`src/rtl/fb_rect_writer.sv`:
```
// -----------------------------------------------------------------------------
// fb_rect_writer
//
// Write-side producer for the SDRAM frame buffer. After a command is accepted
// it sweeps a 2^FB_W_LOG2 x 2^FB_H_LOG2 RGB555 frame in raster order and pushes
// one 16-bit word per pixel into the SDRAM write FIFO. The frame holds a single
// filled rectangle (foreground colour) drawn over a background colour. This is
// the counterpart of the VGA read path: the VGA controller drains the read FIFO
// and this block fills the write FIFO.
//
// Parameters
//   FB_W_LOG2      log2 of the frame width  (x counter width)
//   FB_H_LOG2      log2 of the frame height (y counter width)
//   SYNC_TO_FRAME  1: wait for iSOF before the first write
//                  0: start writing right after the command
//
// Optional feature
//   FBW_CHECKER_EN  when defined, the background becomes a 16x16 checkerboard
//                   of iBG_COLOR and ~iBG_COLOR (needs FB_W_LOG2, FB_H_LOG2 >= 5).
//                   When undefined the background is solid iBG_COLOR and no
//                   checker logic exists.
//
// Ports  (AW = FB_W_LOG2 + FB_H_LOG2)
//   iCLK        in   1            system clock
//   iRST_N      in   1            synchronous, active-low reset
//   iCMD_VALID  in   1            command request (taken when oCMD_READY is high)
//   oCMD_READY  out  1            high only while idle
//   iRECT_X0    in   FB_W_LOG2    rectangle left column
//   iRECT_Y0    in   FB_H_LOG2    rectangle top row
//   iRECT_W     in   FB_W_LOG2+1  rectangle width,  0..2^FB_W_LOG2
//   iRECT_H     in   FB_H_LOG2+1  rectangle height, 0..2^FB_H_LOG2
//   iFG_COLOR   in   15           rectangle colour {R5,G5,B5}
//   iBG_COLOR   in   15           background colour {R5,G5,B5}
//   iSOF        in   1            single-cycle VGA start-of-frame pulse
//   iFIFO_FULL  in   1            write FIFO (almost-)full, blocks writes
//   oWR         out  1            write strobe, one word per high cycle
//   oWR_DATA    out  16           {1'b0, R5, G5, B5}
//   oWR_ADDR    out  AW           pixel address {y, x}
//   oBUSY       out  1            high while waiting for SOF or filling
//   oDONE       out  1            one-cycle pulse after the last pixel write
// -----------------------------------------------------------------------------
module fb_rect_writer #(
    parameter int FB_W_LOG2     = 8,
    parameter int FB_H_LOG2     = 8,
    parameter bit SYNC_TO_FRAME = 1'b1
) (
    input  logic                             iCLK,
    input  logic                             iRST_N,
    input  logic                             iCMD_VALID,
    output logic                             oCMD_READY,
    input  logic [FB_W_LOG2-1:0]             iRECT_X0,
    input  logic [FB_H_LOG2-1:0]             iRECT_Y0,
    input  logic [FB_W_LOG2:0]               iRECT_W,
    input  logic [FB_H_LOG2:0]               iRECT_H,
    input  logic [14:0]                      iFG_COLOR,
    input  logic [14:0]                      iBG_COLOR,
    input  logic                             iSOF,
    input  logic                             iFIFO_FULL,
    output logic                             oWR,
    output logic [15:0]                      oWR_DATA,
    output logic [FB_W_LOG2+FB_H_LOG2-1:0]   oWR_ADDR,
    output logic                             oBUSY,
    output logic                             oDONE
);

    localparam int AW = FB_W_LOG2 + FB_H_LOG2;
    // Two spare bits so that X0+W and Y0+H never wrap; the rectangle is
    // clipped at the frame edge instead of reappearing at column/row 0.
    localparam int XW = FB_W_LOG2 + 2;
    localparam int YW = FB_H_LOG2 + 2;

    typedef enum logic [1:0] {
        ST_IDLE,
        ST_WAIT_SOF,
        ST_FILL,
        ST_DONE
    } state_t;

    state_t                 state_q, state_d;

    // Command fields captured at accept time
    logic [FB_W_LOG2-1:0]   x0_q, x0_d;
    logic [FB_H_LOG2-1:0]   y0_q, y0_d;
    logic [FB_W_LOG2:0]     w_q, w_d;
    logic [FB_H_LOG2:0]     h_q, h_d;
    logic [14:0]            fg_q, fg_d;
    logic [14:0]            bg_q, bg_d;

    // Raster pixel counter, {y, x}
    logic [AW-1:0]          cnt_q, cnt_d;

    // Registered outputs
    logic                   wr_q, wr_d;
    logic [15:0]            data_q, data_d;
    logic [AW-1:0]          addr_q, addr_d;
    logic                   busy_q, busy_d;
    logic                   done_q, done_d;
    logic                   ready_q, ready_d;

    logic                   accept;
    logic                   issue;
    logic                   lastIssue;

    logic [FB_W_LOG2-1:0]   pixX;
    logic [FB_H_LOG2-1:0]   pixY;
    logic [XW-1:0]          xExt, x0Ext, xEnd;
    logic [YW-1:0]          yExt, y0Ext, yEnd;
    logic                   inRect;
    logic [14:0]            bgPix;
    logic [14:0]            pixColor;

    assign accept    = (state_q == ST_IDLE) && iCMD_VALID;
    assign issue     = (state_q == ST_FILL) && !iFIFO_FULL;
    assign lastIssue = issue && (cnt_q == {AW{1'b1}});

    // Rectangle membership of the pixel currently addressed by the counter
    always_comb begin
        pixX   = cnt_q[FB_W_LOG2-1:0];
        pixY   = cnt_q[AW-1:FB_W_LOG2];
        xExt   = {2'b00, pixX};
        x0Ext  = {2'b00, x0_q};
        xEnd   = x0Ext + {1'b0, w_q};
        yExt   = {2'b00, pixY};
        y0Ext  = {2'b00, y0_q};
        yEnd   = y0Ext + {1'b0, h_q};
        inRect = (xExt >= x0Ext) && (xExt < xEnd) &&
                 (yExt >= y0Ext) && (yExt < yEnd);
    end

    // Background colour: solid by default, 16x16 checkerboard when enabled
`ifdef FBW_CHECKER_EN
    always_comb begin
        bgPix = (pixX[4] ^ pixY[4]) ? ~bg_q : bg_q;
    end
`else
    always_comb begin
        bgPix = bg_q;
    end
`endif

    assign pixColor = inRect ? fg_q : bgPix;

    // State register; reset also abandons any partial frame
    always_ff @(posedge iCLK) begin
        if (!iRST_N) begin
            state_q <= ST_IDLE;
        end else begin
            state_q <= state_d;
        end
    end

    // Next-state logic
    always_comb begin
        state_d = state_q;
        case (state_q)
            ST_IDLE: begin
                if (accept) begin
                    state_d = SYNC_TO_FRAME ? ST_WAIT_SOF : ST_FILL;
                end
            end
            ST_WAIT_SOF: begin
                if (iSOF) begin
                    state_d = ST_FILL;
                end
            end
            ST_FILL: begin
                if (lastIssue) begin
                    state_d = ST_DONE;
                end
            end
            ST_DONE: begin
                state_d = ST_IDLE;
            end
            default: begin
                state_d = ST_IDLE;
            end
        endcase
    end

    // Output / datapath next values. Status flags follow the state being
    // entered so that they are aligned with it; oDONE is taken from the
    // current DONE state so it lands one cycle after the last write.
    always_comb begin
        x0_d    = x0_q;
        y0_d    = y0_q;
        w_d     = w_q;
        h_d     = h_q;
        fg_d    = fg_q;
        bg_d    = bg_q;
        cnt_d   = cnt_q;
        wr_d    = 1'b0;
        data_d  = data_q;
        addr_d  = addr_q;
        busy_d  = (state_d == ST_WAIT_SOF) || (state_d == ST_FILL);
        done_d  = (state_q == ST_DONE);
        ready_d = (state_d == ST_IDLE);

        if (accept) begin
            x0_d  = iRECT_X0;
            y0_d  = iRECT_Y0;
            w_d   = iRECT_W;
            h_d   = iRECT_H;
            fg_d  = iFG_COLOR;
            bg_d  = iBG_COLOR;
            cnt_d = '0;
        end

        // A blocked cycle leaves the counter alone, so no pixel is lost
        // or repeated under backpressure.
        if (issue) begin
            wr_d   = 1'b1;
            addr_d = cnt_q;
            data_d = {1'b0, pixColor};
            cnt_d  = cnt_q + AW'(1);
        end
    end

    // Datapath and output registers
    always_ff @(posedge iCLK) begin
        if (!iRST_N) begin
            x0_q    <= '0;
            y0_q    <= '0;
            w_q     <= '0;
            h_q     <= '0;
            fg_q    <= '0;
            bg_q    <= '0;
            cnt_q   <= '0;
            wr_q    <= 1'b0;
            data_q  <= '0;
            addr_q  <= '0;
            busy_q  <= 1'b0;
            done_q  <= 1'b0;
            ready_q <= 1'b1;
        end else begin
            x0_q    <= x0_d;
            y0_q    <= y0_d;
            w_q     <= w_d;
            h_q     <= h_d;
            fg_q    <= fg_d;
            bg_q    <= bg_d;
            cnt_q   <= cnt_d;
            wr_q    <= wr_d;
            data_q  <= data_d;
            addr_q  <= addr_d;
            busy_q  <= busy_d;
            done_q  <= done_d;
            ready_q <= ready_d;
        end
    end

    assign oCMD_READY = ready_q;
    assign oWR        = wr_q;
    assign oWR_DATA   = data_q;
    assign oWR_ADDR   = addr_q;
    assign oBUSY      = busy_q;
    assign oDONE      = done_q;

endmodule
```
`config.mk`:
```
export PLATFORM = sky130hd
export DESIGN_NAME = fb_rect_writer
export DESIGN_NICKNAME = d
export VERILOG_FILES = /design/src/rtl/fb_rect_writer.sv
export SDC_FILE = /design/constraint.sdc
export NUM_CORES = 1
export LEC_CHECK = 0
export CORE_ASPECT_RATIO = 2
export CORE_MARGIN = 1.5
export CORE_UTILIZATION = 53
export DETAILED_ROUTE_END_ITERATION = 16
export PLACE_DENSITY = 0.81
export REMOVE_ABC_BUFFERS = 1
export SLEW_MARGIN = 15
export SYNTH_ARGS = -nofsm -noshare
export SYNTH_HDL_FRONTEND = slang
export SYNTH_SLANG_ARGS = --single-unit
```
`constraint.sdc`:
```
create_clock -name iCLK -period 3.8 [get_ports iCLK]
set_input_delay 0.76 -clock iCLK [delete_from_list [all_inputs] [get_ports iCLK]]
set_output_delay 0.76 -clock iCLK [all_outputs]
set_load 0.01 [all_outputs]
```
==> flow_summary.yaml <==
run_status:
  status: "finished, final reports clean"
clocking:
  clock_sinks: 117
  clkSlewWorstSetupHoldPaths_ps: 60
  clkLatencyLatePin_ps: 420
  cts_tree: "done"
  cts_buffers: 17
  clock_path_buffers: 2
  htree_levels: 4
  cts-root-buf: "clkbuf_16"
  ctsHoldBuffers: 0
synth:
  synthArstFlopShare_pct: 0
  synthTopCellsByArea: "dfxtp_1 (41%), nand2_1 (12%), ha_1 (10%)"
  syn_area_per_cell_um2: 7.86
  synthCells: 735
  synth_edf_count: 0
  synth.cell_area_mm2: 0.00578
  synth_seq_cells: 117
  ys_types: 55
  yosys_most_used_dff: "dfxtp_1"
  synth.top_cell.area_share_pct: 40.5
  synth_area_leader_cell: "dfxtp_1"
  yosysWarnings: 0
  yosysSeqAreaShare_pct: 40.5
hold_path:
  hold_path.class: "reg -> reg"
  hold_path_end: "oWR_ADDR[9]"
  worstHoldStart: "oWR_ADDR[9]"
  hold_depth: 2
sta:
  fin_worst_skew_ps: 10.0
  period_share_pct: 96.9
  setup_tns_ps: 0
  setup_violations: 0
  max_freq_mhz: 272
  tightest_slew_ps: 901
  fin_hold_ws_ps: 452
  max_slew_margin_pct: 39.9
  slew_violations: 0
  hold_violations: 0
  finalCriticalPeriod_ps: 3680
die:
  die_w_um: 76.8
  die_area_mm2: 0.0116
  start_util_pct: 54.8
  fp.dieH_um: 151
  core_mm2: 0.0105
  ios: 105
  rows: 53
pwr:
  p_clk_share_pct: 45.7
  p_int_mw: 2.45
  p_leak_nw: 2.86
  p_sw_share_pct: 28.2
  ir_drop_v: 0.000487
  power_frac_seq_pct: 38.9
  combPwrFrac_pct: 15.3
  p_sw_mw: 0.965
  power_mw: 3.42
  power_density_mw_per_mm2: 453
setup_path:
  cp_max_fo: 15
  critPathKind: "reg -> reg"
  end_kind: "register"
  rrSetupSlack_ps: 120
  reg2reg_from: "x0_q[1]"
  rr_worst_depth: 16
  required_ps: 4140
  reg2reg_to: "oWR_DATA[8]"
  start_kind: "register"
  arrival_ps: 4020
drt:
  viasPerCell: 5.82
  drc: 0
  wire_per_inst_um: 16.1
  num_vias: 5694
  wl_mm: 15.7
  drt_first_pass_iters: 5
  ant_nets: 0
  drt_iter0_drc: 424
cells_and_area:
  regArea_mm2: 0.00234
  final_nets: 947
  design_area_mm2: 0.00754
  drive_gt1_share_pct: 6.90
  fin_util_pct: 71.5
  multiInputGateArea_mm2: 0.00318
  fillCellCount: 790
  areaGrowthSynthToFinish_pct: 30.5
  diodes: 0
global_route:
  antenna_found_initial: 0
  grt_pass1_vias: 5339
  grt_max_degree: 59
  gr-usage-all-layers_pct: 27.3
  gr-total-overflow: 0
  grt_pass1_wl_mm: 24.9
placement:
  postPlaceCellArea_mm2: 0.00692
  port_buffers: 103
  gp_congestion: 1.01
  dpl.hpwl_mm: 10.8
run:
  cap_violations: 0
-- metal layers --
layer | GRT usage, % | wire, um | vias to the layer above
li1 | - | - | 2743
met1 | 28.0 | 5600 | 2635
met2 | 51.1 | 8640 | 256
met3 | 5.58 | 808 | 60
met4 | 14.5 | 678 | 0
met5 | 0 | 0 | -
-- final cells by class --
cell class / count / area share [%]
multi-input cells: 550 / 42.2
flip-flops and latches: 117 / 31.1
repair buffers: 115 / 15.4
clock buffers: 18 / 5.83
well taps: 137 / 2.27
clock inverters: 14 / 1.88
inverters: 27 / 1.34
-- worst max path at each step --
stage	endpoint	slack, ps	from
3_5_place_dp	oWR_DATA[8]	130	x0_q[1]
4_1_cts	oWR_DATA[7]	30	x0_q[1]
3_3_place_gp	oWR_DATA[9]	390	x0_q[1]
5_1_grt	oWR_DATA[7]	-30	x0_q[1]
6_report	oWR_DATA[8]	120	x0_q[1]
2_1_floorplan	oBUSY	200	iFIFO_FULL
-- worst max-delay path, stage by stage, from the launching register on --
cell and delay, ps:
dfxtp_1 330, ha_1 300, a21o_1 170, a21oi_2 210, o21bai_1 160, a21oi_2 250
o21ai_1 130, a21oi_1 220, xor2_1 110, ha_1 340, nand3_1 90, or3_1 340
a221oi_2 310, a311o_2 250, buf_12 140, o21ai_0 80, a31oi_1 180
-- sequential cells by signal (all words and copies together), names as in the netlist --
register,flops
cnt_q,16
oWR_ADDR,16
bgPix,15
fg_q,15
oWR_DATA,15
h_q,9
w_q,9
x0_q,8
y0_q,8
state_q,2
oBUSY,1
oCMD_READY,1
oDONE,1
oWR,1
-- kinds of logic after synthesis --
group,share of synthesized area (%)
compound gates,21.6
xor+xnor,1.36
fa+ha+maj,11.1
buf+inv,4.76
flops,40.5
mux,0.173
other cells,0.0649
simple gates,20.4
-- metrics by stage --
stage | worst slack [ps] | cells
floorplan | 200 | 694
CTS | 32.4 | 978
global placement | 391 | 945
global route | -32.0 | 978
detailed placement | 131 | 945
finish | 118 | 978
-- timing repair --
item | in CTS | in global routing
hold endpoints to repair | 0 | 0
setup endpoints to repair | 6 | 15
pin swaps | 1 | 1
setup buffers | 1 | 0
resized for setup | 0 | 4
-- synthesized netlist by cell type, types with 7 or more instances --
library cell and n:
inv_1 26, ha_1 48, nand2_1 177, o21ai_0 37, a21oi_1 96, nand3_1 30
a31oi_1 17, o21a_1 11, o21ai_1 11, clkbuf_1 32, nor2_1 31, dfxtp_1 117
nor3_1 7
-- placed cells by master (no fill, tap or decap), types with 11 or more instances in the layout --
cell type        instances
a21oi_1                 94
a31oi_1                 17
clkbuf_16               17
clkdlybuf4s50_1        103
dfxtp_1                117
ha_1                    48
inv_1                   26
nand2_1                176
nand3_1                 30
nor2_1                  30
o21a_1                  11
o21ai_0                 36
o21ai_1                 12
-- power groups by stage --
stage	Clock [mW]	Sequential, mW	Combinational [mW]
5_1_grt	1.63	1.34	0.572
3_3_place_gp	0	1.35	0.479
6_report	1.56	1.33	0.523
4_1_cts	1.57	1.33	0.514
2_1_floorplan	0	1.35	0.287
3_5_place_dp	0	1.35	0.498
Power figures use the tool's default switching activity.
